$ cat src/rtl/flappy_pkg.sv
// Shared Flappy Bird definitions: coordinate width, game mode decode and
// screen-coordinate saturation used by the world generator, game FSM and renderer.
package flappy_pkg;

    localparam int COORD_W = 32'd10;
    localparam logic [COORD_W-1:0] GAP_H     = 10'd100;
    localparam logic [COORD_W-1:0] MAX_COORD = 10'd1023;

    typedef enum logic [1:0] {
        INIT   = 2'd0,
        RUN    = 2'd1,
        FREEZE = 2'd2
    } mode_e;

    // Anything other than a clean one-hot INIT or RUN is treated as FREEZE.
    function automatic mode_e decode_mode(input logic q_i, input logic q_en, input logic q_end);
        mode_e m;
        case ({q_i, q_en, q_end})
            3'b100:  m = INIT;
            3'b010:  m = RUN;
            default: m = FREEZE;
        endcase
        return m;
    endfunction

    function automatic logic [COORD_W-1:0] sat_coord(input logic signed [11:0] v);
        logic [COORD_W-1:0] r;
        if (v < 12'sd0) begin
            r = {COORD_W{1'b0}};
        end else if (v > $signed({2'b00, MAX_COORD})) begin
            r = MAX_COORD;
        end else begin
            r = v[COORD_W-1:0];
        end
        return r;
    endfunction

endpackage

$ cat src/rtl/bird_world_if.sv
// Game-state inputs and world-position outputs of the bird_world generator.
interface bird_world_if;
    import flappy_pkg::*;

    logic               Tick;
    logic               Flap;
    logic               q_I;
    logic               q_EN;
    logic               q_End;
    logic [COORD_W-1:0] XBird;
    logic [COORD_W-1:0] YBird;
    logic [COORD_W-1:0] XPipe1;
    logic [COORD_W-1:0] YPipe1;
    logic [COORD_W-1:0] XPipe2;
    logic [COORD_W-1:0] YPipe2;
    logic               FrameDone;

    modport master (
        output Tick, Flap, q_I, q_EN, q_End,
        input  XBird, YBird, XPipe1, YPipe1, XPipe2, YPipe2, FrameDone
    );

    modport slave (
        input  Tick, Flap, q_I, q_EN, q_End,
        output XBird, YBird, XPipe1, YPipe1, XPipe2, YPipe2, FrameDone
    );

endinterface

$ cat src/rtl/lfsr10.sv
// Free-running 10-bit Fibonacci LFSR (x^10 + x^7 + 1), seeded only by Reset.
module lfsr10 (
    input  logic       Clk,
    input  logic       Reset,
    output logic [9:0] q
);

    // Shift register; feedback from bits 10 and 7 (1-based).
    always_ff @(posedge Clk) begin
        if (Reset) begin
            q <= 10'h2A5;
        end else begin
            q <= {q[8:0], q[9] ^ q[6]};
        end
    end

endmodule

$ cat src/rtl/bird_world.sv
// Per-frame world-state generator: bird fall/flap physics and scrolling pipes,
// advanced on each frame tick while the game is in RUN.
module bird_world
    import flappy_pkg::*;
#(
    parameter logic [COORD_W-1:0] BIRD_X     = 10'd100,
    parameter logic [COORD_W-1:0] BIRD_Y0    = 10'd240,
    parameter logic [5:0]         GRAVITY    = 6'd1,
    parameter logic [5:0]         FLAP_V     = 6'd8,
    parameter logic [5:0]         MAX_FALL   = 6'd12,
    parameter logic [COORD_W-1:0] PIPE_SPEED = 10'd2,
    parameter logic [COORD_W-1:0] PIPE1_X0   = 10'd640,
    parameter logic [COORD_W-1:0] PIPE2_X0   = 10'd960,
    parameter logic [COORD_W-1:0] PIPE_Y0    = 10'd200,
    parameter logic [COORD_W-1:0] RESPAWN_X  = 10'd700,
    parameter logic [COORD_W-1:0] GAP_MIN    = 10'd150
) (
    input  logic         Clk,
    input  logic         Reset,
    bird_world_if.slave  bus
);

    mode_e               mode_s;
    logic [9:0]          lfsr_s;
    logic                flap_edge_s;
    logic                respawn1_s;
    logic                respawn2_s;
    logic signed [11:0]  y_ext_s;
    logic signed [11:0]  y_fall_s;
    logic signed [11:0]  y_flap_s;
    logic signed [6:0]   vy_inc_s;

    logic [COORD_W-1:0]  y_bird_r, y_bird_n;
    logic signed [5:0]   vy_r, vy_n;
    logic [COORD_W-1:0]  x_pipe1_r, x_pipe1_n;
    logic [COORD_W-1:0]  y_pipe1_r, y_pipe1_n;
    logic [COORD_W-1:0]  x_pipe2_r, x_pipe2_n;
    logic [COORD_W-1:0]  y_pipe2_r, y_pipe2_n;
    logic                flap_pend_r, flap_pend_n;
    logic                flap_q_r;
    logic                frame_done_r, frame_done_n;

    lfsr10 u_lfsr (
        .Clk   (Clk),
        .Reset (Reset),
        .q     (lfsr_s)
    );

    assign mode_s = decode_mode(bus.q_I, bus.q_EN, bus.q_End);

    // Next world state: reload in INIT, hold in FREEZE, advance on Tick in RUN.
    always_comb begin
        y_bird_n     = y_bird_r;
        vy_n         = vy_r;
        x_pipe1_n    = x_pipe1_r;
        y_pipe1_n    = y_pipe1_r;
        x_pipe2_n    = x_pipe2_r;
        y_pipe2_n    = y_pipe2_r;
        flap_pend_n  = flap_pend_r;
        frame_done_n = 1'b0;

        flap_edge_s = bus.Flap & ~flap_q_r;
        respawn1_s  = (x_pipe1_r < PIPE_SPEED);
        respawn2_s  = (x_pipe2_r < PIPE_SPEED);
        // 12-bit signed arithmetic so the result can be clamped instead of wrapping.
        y_ext_s  = $signed({2'b00, y_bird_r});
        y_fall_s = y_ext_s + $signed({{6{vy_r[5]}}, vy_r});
        y_flap_s = y_ext_s - $signed({6'd0, FLAP_V});
        vy_inc_s = $signed({vy_r[5], vy_r}) + $signed({1'b0, GRAVITY});

        case (mode_s)
            INIT: begin
                y_bird_n    = BIRD_Y0;
                vy_n        = 6'sd0;
                x_pipe1_n   = PIPE1_X0;
                y_pipe1_n   = PIPE_Y0;
                x_pipe2_n   = PIPE2_X0;
                y_pipe2_n   = PIPE_Y0;
                flap_pend_n = 1'b0;
            end
            RUN: begin
                if (bus.Tick) begin
                    frame_done_n = 1'b1;
                    flap_pend_n  = 1'b0;
                    if (flap_pend_r || flap_edge_s) begin
                        y_bird_n = sat_coord(y_flap_s);
                        vy_n     = $signed(GRAVITY - FLAP_V);
                    end else begin
                        y_bird_n = sat_coord(y_fall_s);
                        if (vy_inc_s > $signed({1'b0, MAX_FALL})) begin
                            vy_n = $signed(MAX_FALL);
                        end else begin
                            vy_n = vy_inc_s[5:0];
                        end
                    end
                    if (respawn1_s) begin
                        x_pipe1_n = RESPAWN_X;
                        y_pipe1_n = GAP_MIN + {3'b000, lfsr_s[6:0]};
                    end else begin
                        x_pipe1_n = x_pipe1_r - PIPE_SPEED;
                    end
                    // A simultaneous respawn draws pipe 2 from a shifted LFSR window.
                    if (respawn2_s && respawn1_s) begin
                        x_pipe2_n = RESPAWN_X;
                        y_pipe2_n = GAP_MIN + {3'b000, lfsr_s[9:3]};
                    end else if (respawn2_s) begin
                        x_pipe2_n = RESPAWN_X;
                        y_pipe2_n = GAP_MIN + {3'b000, lfsr_s[6:0]};
                    end else begin
                        x_pipe2_n = x_pipe2_r - PIPE_SPEED;
                    end
                end else begin
                    flap_pend_n = flap_pend_r | flap_edge_s;
                end
            end
            FREEZE: begin
                flap_pend_n = flap_pend_r;
            end
            default: begin
                flap_pend_n = flap_pend_r;
            end
        endcase
    end

    // World-state registers with synchronous reset.
    always_ff @(posedge Clk) begin
        if (Reset) begin
            y_bird_r     <= BIRD_Y0;
            vy_r         <= 6'sd0;
            x_pipe1_r    <= PIPE1_X0;
            y_pipe1_r    <= PIPE_Y0;
            x_pipe2_r    <= PIPE2_X0;
            y_pipe2_r    <= PIPE_Y0;
            flap_pend_r  <= 1'b0;
            flap_q_r     <= 1'b0;
            frame_done_r <= 1'b0;
        end else begin
            y_bird_r     <= y_bird_n;
            vy_r         <= vy_n;
            x_pipe1_r    <= x_pipe1_n;
            y_pipe1_r    <= y_pipe1_n;
            x_pipe2_r    <= x_pipe2_n;
            y_pipe2_r    <= y_pipe2_n;
            flap_pend_r  <= flap_pend_n;
            flap_q_r     <= bus.Flap;
            frame_done_r <= frame_done_n;
        end
    end

    assign bus.XBird     = BIRD_X;
    assign bus.YBird     = y_bird_r;
    assign bus.XPipe1    = x_pipe1_r;
    assign bus.YPipe1    = y_pipe1_r;
    assign bus.XPipe2    = x_pipe2_r;
    assign bus.YPipe2    = y_pipe2_r;
    assign bus.FrameDone = frame_done_r;

endmodule

$ cat src/flat_wrapper.sv
// flat-port wrapper written by rule: the top's interface ports become plain ports
module bird_world_flat import flappy_pkg::*;
#(
    parameter logic [COORD_W-1:0] BIRD_X     = 10'd100,
    parameter logic [COORD_W-1:0] BIRD_Y0    = 10'd240,
    parameter logic [5:0]         GRAVITY    = 6'd1,
    parameter logic [5:0]         FLAP_V     = 6'd8,
    parameter logic [5:0]         MAX_FALL   = 6'd12,
    parameter logic [COORD_W-1:0] PIPE_SPEED = 10'd2,
    parameter logic [COORD_W-1:0] PIPE1_X0   = 10'd640,
    parameter logic [COORD_W-1:0] PIPE2_X0   = 10'd960,
    parameter logic [COORD_W-1:0] PIPE_Y0    = 10'd200,
    parameter logic [COORD_W-1:0] RESPAWN_X  = 10'd700,
    parameter logic [COORD_W-1:0] GAP_MIN    = 10'd150
)
  (Clk, Reset, bus_Tick, bus_Flap, bus_q_I, bus_q_EN, bus_q_End, bus_XBird, bus_YBird, bus_XPipe1, bus_YPipe1, bus_XPipe2, bus_YPipe2, bus_FrameDone);
  bird_world_if bus_i ();
  input  logic Clk;
  input  logic Reset;
  input wire logic [$bits(bus_i.Tick)-1:0] bus_Tick;
  input wire logic [$bits(bus_i.Flap)-1:0] bus_Flap;
  input wire logic [$bits(bus_i.q_I)-1:0] bus_q_I;
  input wire logic [$bits(bus_i.q_EN)-1:0] bus_q_EN;
  input wire logic [$bits(bus_i.q_End)-1:0] bus_q_End;
  output wire logic [$bits(bus_i.XBird)-1:0] bus_XBird;
  output wire logic [$bits(bus_i.YBird)-1:0] bus_YBird;
  output wire logic [$bits(bus_i.XPipe1)-1:0] bus_XPipe1;
  output wire logic [$bits(bus_i.YPipe1)-1:0] bus_YPipe1;
  output wire logic [$bits(bus_i.XPipe2)-1:0] bus_XPipe2;
  output wire logic [$bits(bus_i.YPipe2)-1:0] bus_YPipe2;
  output wire logic [$bits(bus_i.FrameDone)-1:0] bus_FrameDone;
  assign bus_i.Tick = bus_Tick;
  assign bus_i.Flap = bus_Flap;
  assign bus_i.q_I = bus_q_I;
  assign bus_i.q_EN = bus_q_EN;
  assign bus_i.q_End = bus_q_End;
  assign bus_XBird = bus_i.XBird;
  assign bus_YBird = bus_i.YBird;
  assign bus_XPipe1 = bus_i.XPipe1;
  assign bus_YPipe1 = bus_i.YPipe1;
  assign bus_XPipe2 = bus_i.XPipe2;
  assign bus_YPipe2 = bus_i.YPipe2;
  assign bus_FrameDone = bus_i.FrameDone;
  bird_world #(.BIRD_X(BIRD_X), .BIRD_Y0(BIRD_Y0), .GRAVITY(GRAVITY), .FLAP_V(FLAP_V), .MAX_FALL(MAX_FALL), .PIPE_SPEED(PIPE_SPEED), .PIPE1_X0(PIPE1_X0), .PIPE2_X0(PIPE2_X0), .PIPE_Y0(PIPE_Y0), .RESPAWN_X(RESPAWN_X), .GAP_MIN(GAP_MIN)) u_core (.Clk(Clk), .Reset(Reset), .bus(bus_i));
endmodule
$ cat config.mk
export PLATFORM = sky130hd
export DESIGN_NAME = bird_world_flat
export DESIGN_NICKNAME = d
export VERILOG_FILES = /design/src/rtl/flappy_pkg.sv /design/src/rtl/bird_world_if.sv /design/src/rtl/lfsr10.sv /design/src/rtl/bird_world.sv /design/src/flat_wrapper.sv
export SDC_FILE = /design/constraint.sdc
export NUM_CORES = 1
export LEC_CHECK = 0
export CAP_MARGIN = 20
export CORE_AREA = 8 8 75 142
export DETAILED_ROUTE_END_ITERATION = 7
export DIE_AREA = 0 0 83 150
export PLACE_DENSITY = 0.68
export SYNTH_ARGS = -nofsm -noshare
export SYNTH_HDL_FRONTEND = slang
export SYNTH_SLANG_ARGS = --single-unit
$ cat constraint.sdc
create_clock -name Clk -period 3.8 [get_ports Clk]
set_input_delay 1.14 -clock Clk [delete_from_list [all_inputs] [get_ports Clk]]
set_output_delay 1.14 -clock Clk [all_outputs]
set_load 0.01 [all_outputs]
# Yosys cells after proc, flatten, opt, wreduce, memory -nomap -nowiden
# Cells that the tools add are included.
# word_totals
out_inout_bits,61
in_bits,7
wordCells,72
ff_bits,69
# classes
n_lt_le_gt_ge,7
add_sub_neg,7
n_reduce_logical,8
n_bitwise,5
eq_ne,6
mux,29
# ops
operator,n
$mux W10,16
$pmux W10 S2,5
$gt A12 B11 Y1 const B,2
$lt A12 B1 Y1 const B,2
$lt A10 B2 Y1 const B,2
$sub A10 B2 Y10 const B,2
$add A8 B7 Y9 const A,2
$mux W6,3
$add A11 B6 Y12,1
$pmux W6 S2,1
$sub A10 B4 Y11 const B,1
$add A6 B2 Y7 const B,1
$gt A7 B5 Y1 const B,1
$reduce_and A3 Y1,2
$pmux W2 S2,1
$eq A3 B2 Y1 const B,1
$eq A3 B3 Y1 const B,1
$ne A3 B1 Y1 const B,1
$eq A2 B1 Y1 const B,1
$logic_not A2 Y1,1
$mux W1,2
$ne A2 B1 Y1 const B,1
$ne A2 B2 Y1 const B,1
$not A1 Y1,2
other kinds (9),9

# Logic depth before layout (Yosys ltp)
# depth
word_depth,7
ltp_mapped,10
ltp_nobuf,10

# By module
# A second synthesis with hierarchy kept.
# unflattened
cells_unflattened,508
area_unflattened_um2,4112.7
# modules_own_cells
mod,cells_per_inst,instances,area_per_inst_um2,seq_area_each_um2
bird_world,487,1,3841.2,1101.1
lfsr10,21,1,271.5,200.2

# Worst setup path after synthesis
# No wires, ideal clock.
# synth_timing
path_kind,input -> register
start,in bus_q_End
end,"reg u_core.y_bird_r[9], in the netlist u_core.bus.YBird[9]"
n_path_buf,1
path_slack_ps,1188
arrival_time_ps,2517
setup_time_ps,95
path_stages,7
required_ps,3705
cell_sequence,clkbuf_1 > or2_2 > or2_2 > nor4_1 > a21oi_1 > nor2b_1 > a221oi_1
# synth_between
elab_chain_len,5
word_cells_on_any_way,9
classes_between,eq/ne: 4; mux: 2; reduce/logical: 3
# synth_lines
item,line,rtl
from (decl),flat_wrapper.sv:24,input wire logic [$bits(bus_i.q_End)-1:0] bus_q_End;
$eq A3 B2 Y1 or $eq A3 B3 Y1 (tied branches),flappy_pkg.sv:18,"case ({q_i, q_en, q_end})"
$pmux W2 S2 (*),flappy_pkg.sv:18,
$eq A2 B1 Y1 or $logic_not A2 Y1 (tied branches),bird_world.sv:71,case (mode_s)
$ne A2 B2 Y1 (no source line) or $reduce_bool A2 Y1 (tied branches),--,
$reduce_and A2 Y1 (no source line),--,
to (signal assigned),bird_world.sv:138,y_bird_r <= y_bird_n;
to (decl),bird_world.sv:33,"logic [COORD_W-1:0] y_bird_r, y_bird_n;"
# Mark *: on every way between the ends. The rest lies on a longest branch, timed or not.
# A chain may end at the register's enable or synchronous reset.

# Worst setup path in the final report
# layout_timing
start,reg u_core.vy_r[5]
end,"reg u_core.y_bird_r[5], in the netlist u_core.bus.YBird[5]"
# layout_between
elab_chain_len,7
word_cells_on_any_way,8
classes_between,add/sub: 1; order compare: 2; mux: 5
# layout_lines
item,line,rtl
from (decl),bird_world.sv:34,"logic signed [5:0] vy_r, vy_n;"
from (signal assigned),bird_world.sv:139,vy_r <= vy_n;
$add A11 B6 Y12 (*),bird_world.sv:67,"y_fall_s = y_ext_s + $signed({{6{vy_r[5]}}, vy_r});"
$gt A12 B11 Y1,flappy_pkg.sv:30,"end else if (v > $signed({2'b00, MAX_COORD})) begin"
$mux W10,flappy_pkg.sv:30,
$mux W10 (*),flappy_pkg.sv:28,if (v < 12'sd0) begin
$mux W10 (*),bird_world.sv:85,if (flap_pend_r || flap_edge_s) begin
$mux W10 (*),bird_world.sv:82,if (bus.Tick) begin
$pmux W10 S2 (*),bird_world.sv:71,
# Mark *: on every way between the ends. The rest lies on a longest branch, timed or not. The select of a mux whose other input is x is not followed.

==> run metrics <==
outcome=finished, final reports clean; Max Clk Rate=between 0.3 and 0.4 GHz; Pre-antenna DRT Iters=4; Die H=roughly 150 µm; number of fill cells in the layout=870; final global-route overflow total=0; Row Count=49; vias per cell=between 5 and 6; relative max-transition margin=0.4991; TritonCTS Buffers=9; ratio of cells with drive above 1 in the final layout=0.07869; starting density of the core=0.4303; Crit path required time=~4.0 ns; port bufs=53; ys async rst share=0; via count=~3500; vias in the first global route=about 3500; final setup fails=0; Yosys cell types=64; Final Non-Filler Cells=about 620; gr usage total=0.1711; first-pass GRT wire length=around 17000 µm; largest family of logic cells by synthesized area=compound AO/OA/AOI/OAI gates; DRT iter0 DRCs=between 100 and 150; VDD IR max=about 0.26 mV; number of synthesized flops with an enable pin=0; Post-Synthesis Cells=about 460; Worst-Margin Slew=0.7481 ns; CTS tree=yes; hold-fix buffer count after cts=0; Syn-to-layout area delta=22.90%; post-CTS setup buffers=0; ys flop type=dfxtp_1; GP Congestion=between 0.8 and 0.9; Layout Skew=around 0.0058 ns; total wire length=10780 µm; Slowest-stage cell, CP=dfxtp_1; Num Clock Sinks=65; FF-to-FF setup slack=0.83 ns; hold path cells=2; worst reg2reg path depth=7; Tmin final=2.966 ns; Worst Path Arrival=3.17 ns; Synth Area in Compound Gates=0.2192; Core Util, Final=0.5288; crit end category=flip-flop; Hold Path Class=reg2reg; ratio of total power to cell area=~370 mW/mm²; placed cells=608; LEAKAGE=approximately 1.9 nW; most frequent cells in the layout=65 x dfxtp_1, 53 x clkdlybuf4s50_1, 42 x nor2_1, 39 x a21oi_1, 34 x o21ai_0; Crit. path cell count=7; mux cell area share after synthesis=0.01374; adder-cell area share of the yosys netlist=0.07066; sequential element share of the synthesized area=0.3402; Max-cap violations=0; endpoints failing hold=0; most common cell after layout, fill and taps aside=dfxtp_1; crit-path leading delay family=compound AO/OA/AOI/OAI gates; CP max FO=12; post-CTS sizing=0; io pins=68; warnings from Yosys=0; xor/xnor share of the synthesized area=0.06869; Residual DRC=0; max incr delay on CP=~0.62 ns; width of the die=83 µm; worst path bufs/invs=0; largest net degree at the start of global routing=42; DR WL/cell=17.30 µm; Core Region=0.008890 mm²; critical-path cell list=ha_1 -> a21o_1 -> a221oi_1 -> a21boi_0 -> o2bb2ai_1 -> o21ai_0 -> a21oi_1; Root Buffer=clkbuf_16; Clock Pin Slew Worst Setup and Hold Paths=roughly 0.050 ns; pins over their slew limit=0; final setup TNS=0 ns; initial antenna violation count=0; CTS max path bufs=2; Mean Syn Cell Area=between 8 and 9 µm²; Crit Path Class=reg2reg; HPWL after DPL=8384 µm; RSZ-0062 raised after global routing=false; post-synth design cell area=around 0.0038 mm²; CTS H-tree depth=3; die area=0.01245 mm²; crit start category=flip-flop; Worst-Skew Late Latency=between 0.3 and 0.4 ns; fraction of the mapped netlist area in simple logic gates=0.2169; final worst-path cycle share=0.7805; PnR Total Power=approximately 1.8 mW; flop and latch count out of synthesis=65; NumNets Final=between 500 and 600; # diodes=0; remaining antenna violation count=0
==> worst register-to-register path, cell delays in order, from the launching register on <==
cell and delay [ns]:
dfxtp_1 0.62, ha_1 0.40, a21o_1 0.18, a221oi_1 0.42, a21boi_0 0.56, o2bb2ai_1 0.29
o21ai_0 0.28, a21oi_1 0.10
==> state kept, by name, indices dropped and copies added (netlist names) <==
| signal | cells |
|---|---|
| u_core.bus.YPipe2 | 9 |
| u_core.bus.XPipe2 | 9 |
| u_core.bus.FrameDone | 1 |
| u_core.bus.XPipe1 | 9 |
| u_core.bus.YPipe1 | 9 |
| u_core.u_lfsr.q | 10 |
| u_core.flap_q_r | 1 |
| u_core.flap_pend_r | 1 |
| u_core.bus.YBird | 10 |
| u_core.vy_r | 6 |
==> path summary, 6_finish.rpt <==
| check | endpoint | start |
|---|---|---|
| max | u_core.bus.YBird[5] | u_core.vy_r[5] |
| min | u_core.u_lfsr.q[3] | u_core.u_lfsr.q[2] |
| max reg2reg | u_core.bus.YBird[5] | u_core.vy_r[5] |
| min reg2reg | u_core.u_lfsr.q[3] | u_core.u_lfsr.q[2] |
==> power breakdown <==
group	switching, mW	internal [mW]
combinational	0.120	0.0884
sequential	0.0271	0.703
clock	0.285	0.537
==> Yosys cell counts (all sizes together), types with 4 or more instances <==
library cell  count  area share
nor2b             8       0.013
or3               9       0.016
a21oi            40       0.053
nand2b           12       0.020
a211oi            4      0.0079
nand3            10       0.013
clkbuf            9      0.0088
or2               8       0.014
o21ai            35       0.046
o22ai             4      0.0082
a21o             11       0.022
xnor2            24       0.055
dfxtp            65        0.34
buf              19       0.035
ha               20       0.065
o21a              4      0.0079
inv              25       0.025
xor2              6       0.014
a22o              6       0.014
nor2             42       0.041
nand4             4      0.0065
nand2            30       0.029
nor3             18       0.024
==> cells by family after synthesis <==
group,Yosys count
AND/OR/NAND/NOR,157
XOR/XNOR,30
adder cells (fa/ha/maj),21
buffers and inverters,53
AO/OA/AOI/OAI,130
flip-flops,65
other,2
multiplexers,5
==> metrics by stage <==
stage | cell area (µm²) | setup WS (ns) | hold slack (ns)
after floorplan | 3870 | 1.188 | 0.4310
after global placement | 4404 | 0.5826 | 0.4382
after detailed placement | 4404 | 0.5504 | 0.4492
after CTS | 4701 | 0.8123 | 0.4594
after global routing | 4701 | 0.6106 | 0.4772
final | 4701 | 0.8343 | 0.4593
==> cell type report <==
| cell class | instances | area, µm² | share of cell area |
|---|---|---|---|
| Clock inverter | 3 | 40.04 | 0.008517 |
| Sequential cell | 65 | 1301 | 0.2768 |
| Clock buffer | 12 | 256.5 | 0.05456 |
| Tap cell | 102 | 127.6 | 0.02715 |
| Timing Repair Buffer | 59 | 575.6 | 0.1224 |
| Multi-Input combinational cell | 357 | 2306 | 0.4906 |
| Inverter | 25 | 93.84 | 0.01996 |
==> layer usage <==
metal,wire [µm],up-vias,track usage
met5,0,-,0
met1,3819,1645,0.1524
met2,6090,80,0.3277
met4,469,0,0.1071
met3,401,33,0.04632
li1,-,1707,-
Note: power is estimated with default switching activity, not from simulation.
